`config.mk`:
```
export PLATFORM = sky130hd
export DESIGN_NAME = uart_rx_fifo
export DESIGN_NICKNAME = d
export VERILOG_FILES = /design/src/rtl/uart_rx_fifo.sv
export SDC_FILE = /design/constraint.sdc
export NUM_CORES = 1
export LEC_CHECK = 0
export ABC_AREA = 1
export CELL_PAD_IN_SITES_DETAIL_PLACEMENT = 1
export CELL_PAD_IN_SITES_GLOBAL_PLACEMENT = 2
export CORE_MARGIN = 4
export CORE_UTILIZATION = 47
export CTS_BUF_LIST = sky130_fd_sc_hd__clkbuf_2 sky130_fd_sc_hd__clkbuf_4 sky130_fd_sc_hd__clkbuf_8
export CTS_CLUSTER_DIAMETER = 50
export DETAILED_ROUTE_END_ITERATION = 8
export GPL_TIMING_DRIVEN = 0
export PLACE_DENSITY_LB_ADDON = 0.1
export SKIP_LAST_GASP = 1
export SLEW_MARGIN = 0
export SYNTH_ARGS = -nofsm -noshare
export SYNTH_HDL_FRONTEND = slang
export SYNTH_SLANG_ARGS = --single-unit
```
`constraint.sdc`:
```
create_clock -name clk -period 4.75 [get_ports clk]
set_input_delay 1.1875 -clock clk [delete_from_list [all_inputs] [get_ports clk]]
set_output_delay 1.1875 -clock clk [all_outputs]
set_load 0.02 [all_outputs]
```
`src/rtl/uart_rx_fifo.sv`:
```
// Receive FIFO behind a UART receiver: captures one byte per rxDone rising edge, first-word-fall-through read side.
// Define UART_RX_FIFO_DROP_ERR_EN to discard framing-errored bytes instead of storing them with an error tag.
module uart_rx_fifo #(
  parameter int DEPTH = 16,
  parameter int AW    = $clog2(DEPTH)
) (
  input  logic          clk,
  input  logic          rst_n,
  input  logic          rxDone,
  input  logic          rxErr,
  input  logic [7:0]    rxByte,
  output logic          outValid,
  input  logic          outReady,
  output logic [7:0]    outByte,
  output logic          outErr,
  output logic [AW:0]   level,
  output logic          full,
  output logic          empty,
  output logic          overflow,
  input  logic          ovfClear
);

`ifdef UART_RX_FIFO_DROP_ERR_EN
  localparam int EW = 8;
`else
  localparam int EW = 9;
`endif

  localparam logic [AW:0] FullLevel = (AW+1)'(DEPTH);

  logic [EW-1:0] mem [0:DEPTH-1];
  logic [EW-1:0] entryIn;
  logic [EW-1:0] headEntry;
  logic [AW-1:0] head;
  logic [AW-1:0] tail;
  logic          rxDonePrev;
  logic          rxRise;
  logic          wrReq;
  logic          pop;
  logic          doWrite;
  logic          ovfEvent;

  assign rxRise = rxDone && !rxDonePrev;

`ifdef UART_RX_FIFO_DROP_ERR_EN
  assign wrReq   = rxRise && !rxErr;
  assign entryIn = rxByte;
`else
  assign wrReq   = rxRise;
  assign entryIn = {rxErr, rxByte};
`endif

  assign full     = (level == FullLevel);
  assign empty    = (level == '0);
  assign outValid = !empty;
  assign pop      = outValid && outReady;
  // A full FIFO still takes a byte when the consumer frees a slot in the same cycle.
  assign doWrite  = wrReq && (!full || pop);
  assign ovfEvent = wrReq && full && !pop;

  assign headEntry = mem[head];
  assign outByte   = headEntry[7:0];
`ifdef UART_RX_FIFO_DROP_ERR_EN
  assign outErr = 1'b0;
`else
  assign outErr = headEntry[8];
`endif

  // Storage is not reset; only pointers and count decide what is valid.
  always_ff @(posedge clk) begin
    if (doWrite) begin
      mem[tail] <= entryIn;
    end
  end

  // rxDonePrev resets high so a level already asserted at reset release is not taken as an edge.
  always_ff @(posedge clk or negedge rst_n) begin
    if (!rst_n) begin
      head       <= '0;
      tail       <= '0;
      level      <= '0;
      overflow   <= 1'b0;
      rxDonePrev <= 1'b1;
    end else begin
      rxDonePrev <= rxDone;
      if (doWrite) begin
        tail <= tail + AW'(1);
      end
      if (pop) begin
        head <= head + AW'(1);
      end
      case ({doWrite, pop})
        2'b10:   level <= level + (AW+1)'(1);
        2'b01:   level <= level - (AW+1)'(1);
        default: level <= level;
      endcase
      if (ovfEvent) begin
        overflow <= 1'b1;
      end else if (ovfClear) begin
        overflow <= 1'b0;
      end
    end
  end

endmodule

```
==> run metrics <==
CTS tree done; Hold Crit Class reg2reg; Power Density 617 nW/um^2; Slew Limit Fails 0; H-Tree Depth 4; Worst Hold End overflow; reg2reg setup slack roughly 2.4 ns; overall power ~4.7 mW; Die Width about 130 um; Hold Path Depth 2; Chip Height roughly 130 um; DRT antenna net count 0; vias in the first global route 4587; Antenna Cells 0; Port Buffers 31; fin crit period slightly above 4 ns; Post-synth EDFFs ~140; most frequent cells in the layout edfxtp_1 (144), nor2_1 (112), o21ai_0 (65); routed wire length about 18 mm; clk_lat worst skew 0.45 ns; CTS clk-pin slew, worst paths ~0.090 ns; initial DRC count 444; Top Ports 32; Max Cap Viol 0; routability cong. just over 0.8; Fmax between 200 and 250 MHz; setup violators final 0; CP endpoint kind primary output; gr busiest metal met2; GR Util All Layers about a quarter; Post-CTS Hold Buffers 0; routed via count between 4000 and 5000; leading cell type in the layout, fill and taps excluded edfxtp_1; Global Route met2 Usage approximately two fifths; clock skew roughly 0.0073 ns; vias per cell around 5.6; Final Cycle Share ~86%; nets just over 600; GR Util met1 30.5%; clk root buf clkbuf_8; peak supply drop 242 uV; r2r startpoint level[0]; CTS buffer count 17; Clock Tree Buf Depth 2; Site Rows between 40 and 50; Async SR Flop Fraction under 10%; layout cells sized above 1 between 10% and 20%; antenna violations before repair 0; global-route wire length before repair 27.0 mm; hold path start overflow; Post-CTS Setup Bufs 0; Yosys cell types 30; Yosys reg bits between 150 and 200; Core ar. between 10000 and 15000 um^2; Crit Path Max Fanout 10; post_cts resized 0; YS warnings 0; drt drc 0; First-pass DRT Iterations 5; Slew @ Worst Pin about 1 ns; RSZ-0062 raised after global routing false; worst path arrival time a little under 3 ns; cell area after synthesis 6640 um^2; Core Util, Final a little over half; TNS Setup 0 ns; status complete, no violations; hpwl dp between 10 and 15 mm; pin count of the biggest net entering global routing 17; Mapped Cells between 500 and 600; syn avg cell area 12.3 um^2; grt met3 use 4.25%; synth-to-layout area growth 14.0%; final hold violation count 0; sequential fraction of the synthesis area between 70 and 80%; crit path kind reg2out; grt ovf 0; Starting Density between 40% and 50%; Leak between 2 and 3 nW; Worst Reg-to-Reg Cells 6; worst endpoint required time about 3.6 ns; Net Count, Synth about 560; Synth Flop Type edfxtp_1; Die ar. between 15000 and 20000 um^2; CTS Sinks between 150 and 200; routed length per instance between 20 and 25 um; Worst setup SP type register; Slew HR about a third; Worst R2R End mem[5][3]
## per-stage QoR
| step | hold slack [ns] | cells | cell area (um^2) | setup WS, ns |
|---|---|---|---|---|
| after floorplan | 0.502 | 538 | 6640 | 2.16 |
| after global placement | 0.523 | 749 | 7180 | 1.20 |
| after detailed placement | 0.528 | 749 | 7180 | 1.13 |
| after CTS | 0.547 | 781 | 7570 | 0.647 |
| after global routing | 0.585 | 781 | 7570 | 0.518 |
| final | 0.541 | 781 | 7570 | 0.676 |
## state kept, by name (all words and copies together) (netlist names)
name	count
overflow	1
head	4
level	5
tail	4
rxDonePrev	1
mem	144
## layout make-up
class                   instances  area [um^2]
plain buffers                  26          149
clock buffers                  17          234
repair buffers                 31          310
flip-flops and latches        159         4700
fillers                      1475         6310
multi-input cells             326         1690
clock inverters                15          161
well taps                     180          225
inverters                      27          104
## worst max-delay path by stage
stage | from | to | slack [ns] | depth (start not counted)
after floorplan | rxDone | level[4] | 2.16 | 14
after global placement | outReady | mem[4][1] | 1.20 | 7
after detailed placement | outReady | mem[5][1] | 1.13 | 7
after CTS | head[0] | outByte[4] | 0.65 | 6
after global routing | head[0] | outByte[3] | 0.52 | 6
final | head[0] | outByte[3] | 0.68 | 6
## where the power goes
group          switching, mW  total, mW  internal [mW]  leakage [nW]
clock                  0.523      0.995          0.472         0.179
combinational           1.31       1.96          0.651         0.951
sequential            0.0781       1.72           1.64          1.48
## cell usage after synthesis, types with 4 or more instances
cell type	instances	area, um^2
o21ai_0	65	325
buf_6	4	45.0
nor2_2	10	62.6
a21oi_1	5	25.0
o21ai_1	10	50.1
xor2_1	7	61.3
nor2_1	112	420
dfrtp_1	14	350
nand2_1	35	131
buf_2	11	55.1
clkbuf_1	9	33.8
ha_1	8	100
nand3_1	26	130
edfxtp_1	144	4320
inv_1	23	86.3
o211ai_1	36	270
## per-layer routing
metal,vias to the layer above,wire (um),share of wire (%)
li1,2023,-,-
met2,137,9280,51
met5,-,0,0
met1,2197,7510,41
met4,0,294,1.6
met3,21,1060,5.8
## kinds of logic after synthesis
family	synth area share (%)
simple gates	12.2
flops	70.8
compound gates	10.3
buf+inv	3.80
fa+ha+maj	1.81
xor+xnor	1.05
## worst max-delay path: stages (launching register included)
cell and delay, ns:
dfrtp_1 0.48, clkbuf_1 0.54, o21ai_0 0.19, o211ai_1 0.32, nand3_1 0.16, nand2_1 0.13, clkdlybuf4s50_1 0.61
Power figures use the tool's default switching activity.
==> RTL change, RTL diff (config.mk and constraints unchanged) <==
The option `UART_RX_FIFO_DROP_ERR_EN` is turned on by a define.
--- a/src/rtl/uart_rx_fifo.sv
+++ b/src/rtl/uart_rx_fifo.sv
@@ -1,4 +1,6 @@
 // Receive FIFO behind a UART receiver: captures one byte per rxDone rising edge, first-word-fall-through read side.
 // Define UART_RX_FIFO_DROP_ERR_EN to discard framing-errored bytes instead of storing them with an error tag.
+`define UART_RX_FIFO_DROP_ERR_EN
+
 module uart_rx_fifo #(
   parameter int DEPTH = 16,
Function: changed (Yosys sat finds a counterexample within 4 cycles, from zero or initial values and one cycle with rst_n low).
==> RTL change against the original RTL <==
- register-to-register slack improved by 0.09 ns
- area after synthesis decreased by 9.9%
- total power decreased by 10%
- cell area decreased by 9.1%
- synthesized cell count decreased by 8.0%
- sequential cell count decreased by 16
- worst setup slack improved by 0.10 ns
- sequential power decreased by 11%
- routed wire length decreased by 12%
==> RTL change: results (changes against the original RTL) <==
status:
  status: "complete, no violations"  # unchanged
clock_tree:
  cts.repair.resized: 0  # unchanged
  clock_path_buffers: 2  # unchanged
  path_clk_slew_ns: 0.07  # was 0.09 ns
  numCtsBuffers: 17  # unchanged
  cts_setup_buffers: 0  # unchanged
  cts_root_buf: "clkbuf_8"  # unchanged
  h-tree-depth: 4  # unchanged
  clk_latency_ns: 0.45  # about the same
grt:
  antenna_found_initial: 0  # unchanged
  grt_pass1_vias: 4225  # was 4587
  grt_usage_pct: 24.0  # was 23.5%
  grt_pass1_wl_um: 24900  # was 27000 µm
  grt_max_degree: 17  # unchanged
route:
  drt-wirelength-per-cell_um: 22.0  # was 23.2 µm
  avgViaCountPerCell: 5.47  # was 5.61
  dr.pass1.iters: 5  # unchanged
  drtIter0Drc: 400  # was 444
timing:
  worstMarginPinSlew_ns: 1.06  # was 0.971 ns
  fin_worst_skew_ns: 0.00580  # was 0.00732 ns
  setup_tns_ns: 0  # unchanged
place:
  port_buffers: 30  # was 31
  gp_congestion: 0.832  # was 0.805
  dp_hpwl_um: 11000  # was 12500 µm
  place_ws_ns: 1.14  # was 1.13 ns
worst_setup_path:
  slowest_delay_ns: 0.60
  worstPathArrival_ns: 2.79  # was 2.89 ns
  critPathTopFamily: "buffers and inverters"  # unchanged
  crit_fanout: 10  # unchanged
  cpMaxStageDelayCell: "clkdlybuf4s50_1"  # unchanged
final_layout:
  final_nets: 567  # was 611
  drive_above_1_share_pct: 11.0  # was 11.1%
  biggestRegsByFlops: "mem x128, level x5"  # was mem x144, level x5
  num_antenna_cells: 0  # unchanged
logic_synthesis:
  synth_edf_count: 128  # was 144
  async_flop_share_pct: 10.5  # was 9.43%
  synth.net_count: 518  # was 561
  synth_area_leaders: "edfxtp_1 (64%), nor2_1 (6.7%), dfrtp_1 (5.9%)"  # was edfxtp_1 (65%), nor2_1 (6.3%), dfrtp_1 (5.3%)
  synth_cell_types: 29  # was 30
  synth-seq-area-share_pct: 70.6  # was 70.8%
  synth_common_cells: "edfxtp_1 (128), nor2_1 (107), o21ai_1 (35)"  # was edfxtp_1 (144), nor2_1 (112), o21ai_0 (65)
  yosysWarnings: 0  # unchanged
min_path:
  hp-class: "reg2reg"  # unchanged
pwr:
  ir_worst_vdd_mv: 0.311  # was 0.242 mV
  p_leak_nw: 2.42  # was 2.61 nW
[RTL change: cells by family after synthesis]
kind of cell	after synthesis	share of synthesized area [%]
compound gates	106	10.2
flops	143	70.6
simple gates	176	12.2
buf+inv	52	3.76
other cells	1	0.0627
fa+ha+maj	9	2.01
xor+xnor	8	1.17
[RTL change: final timing paths]
path                              end  slack, ns  cells past startpoint  startpoint
max                        outByte[7]       0.78                      7     head[2]
min                          overflow       0.56                      2    overflow
max reg2reg                 mem[1][2]       2.48                      5  rxDonePrev
min reg2reg                  overflow       0.56                      2    overflow
max in group asynchronous     head[1]       3.10                      1       rst_n
min in group asynchronous    level[1]       1.18                      1       rst_n
[RTL change: metrics by stage]
step | utilization, % | instance area (µm²) | total power, mW | hold slack [ns] | std cells
finish | 56.4 | 6890 | 4.19 | 0.555 | 725
global route | 56.4 | 6890 | 4.46 | 0.600 | 725
CTS | 56.4 | 6890 | 4.22 | 0.557 | 725
detailed placement | 53.2 | 6490 | 3.25 | 0.536 | 693
global placement | 53.2 | 6490 | 3.18 | 0.525 | 693
floorplan | - | 5980 | 2.56 | 0.502 | 495
[RTL change: final cells by class]
type                       instances  area (µm²)
buffer                            25         124
clock buffer                      19         249
clock inverter                    13         146
fill                            1314        5320
inverter                          27         101
multi-input combinational        300        1540
sequential                       143        4220
tap                              168         210
timing repair buffer              30         300
[RTL change: power by group]
group,total [mW],switching (mW),internal [mW]
Clock,0.975,0.453,0.522
Sequential,1.53,0.0716,1.45
Combinational,1.69,1.11,0.580
[RTL change: metal layers]
layer	vias to the layer above	GRT usage, %	part of all wire [%]
met5	-	0	0
met4	0	8.78	2.0
met3	15	5.47	7.6
met2	116	38.7	49
met1	1982	32.0	42
li1	1854	-	-
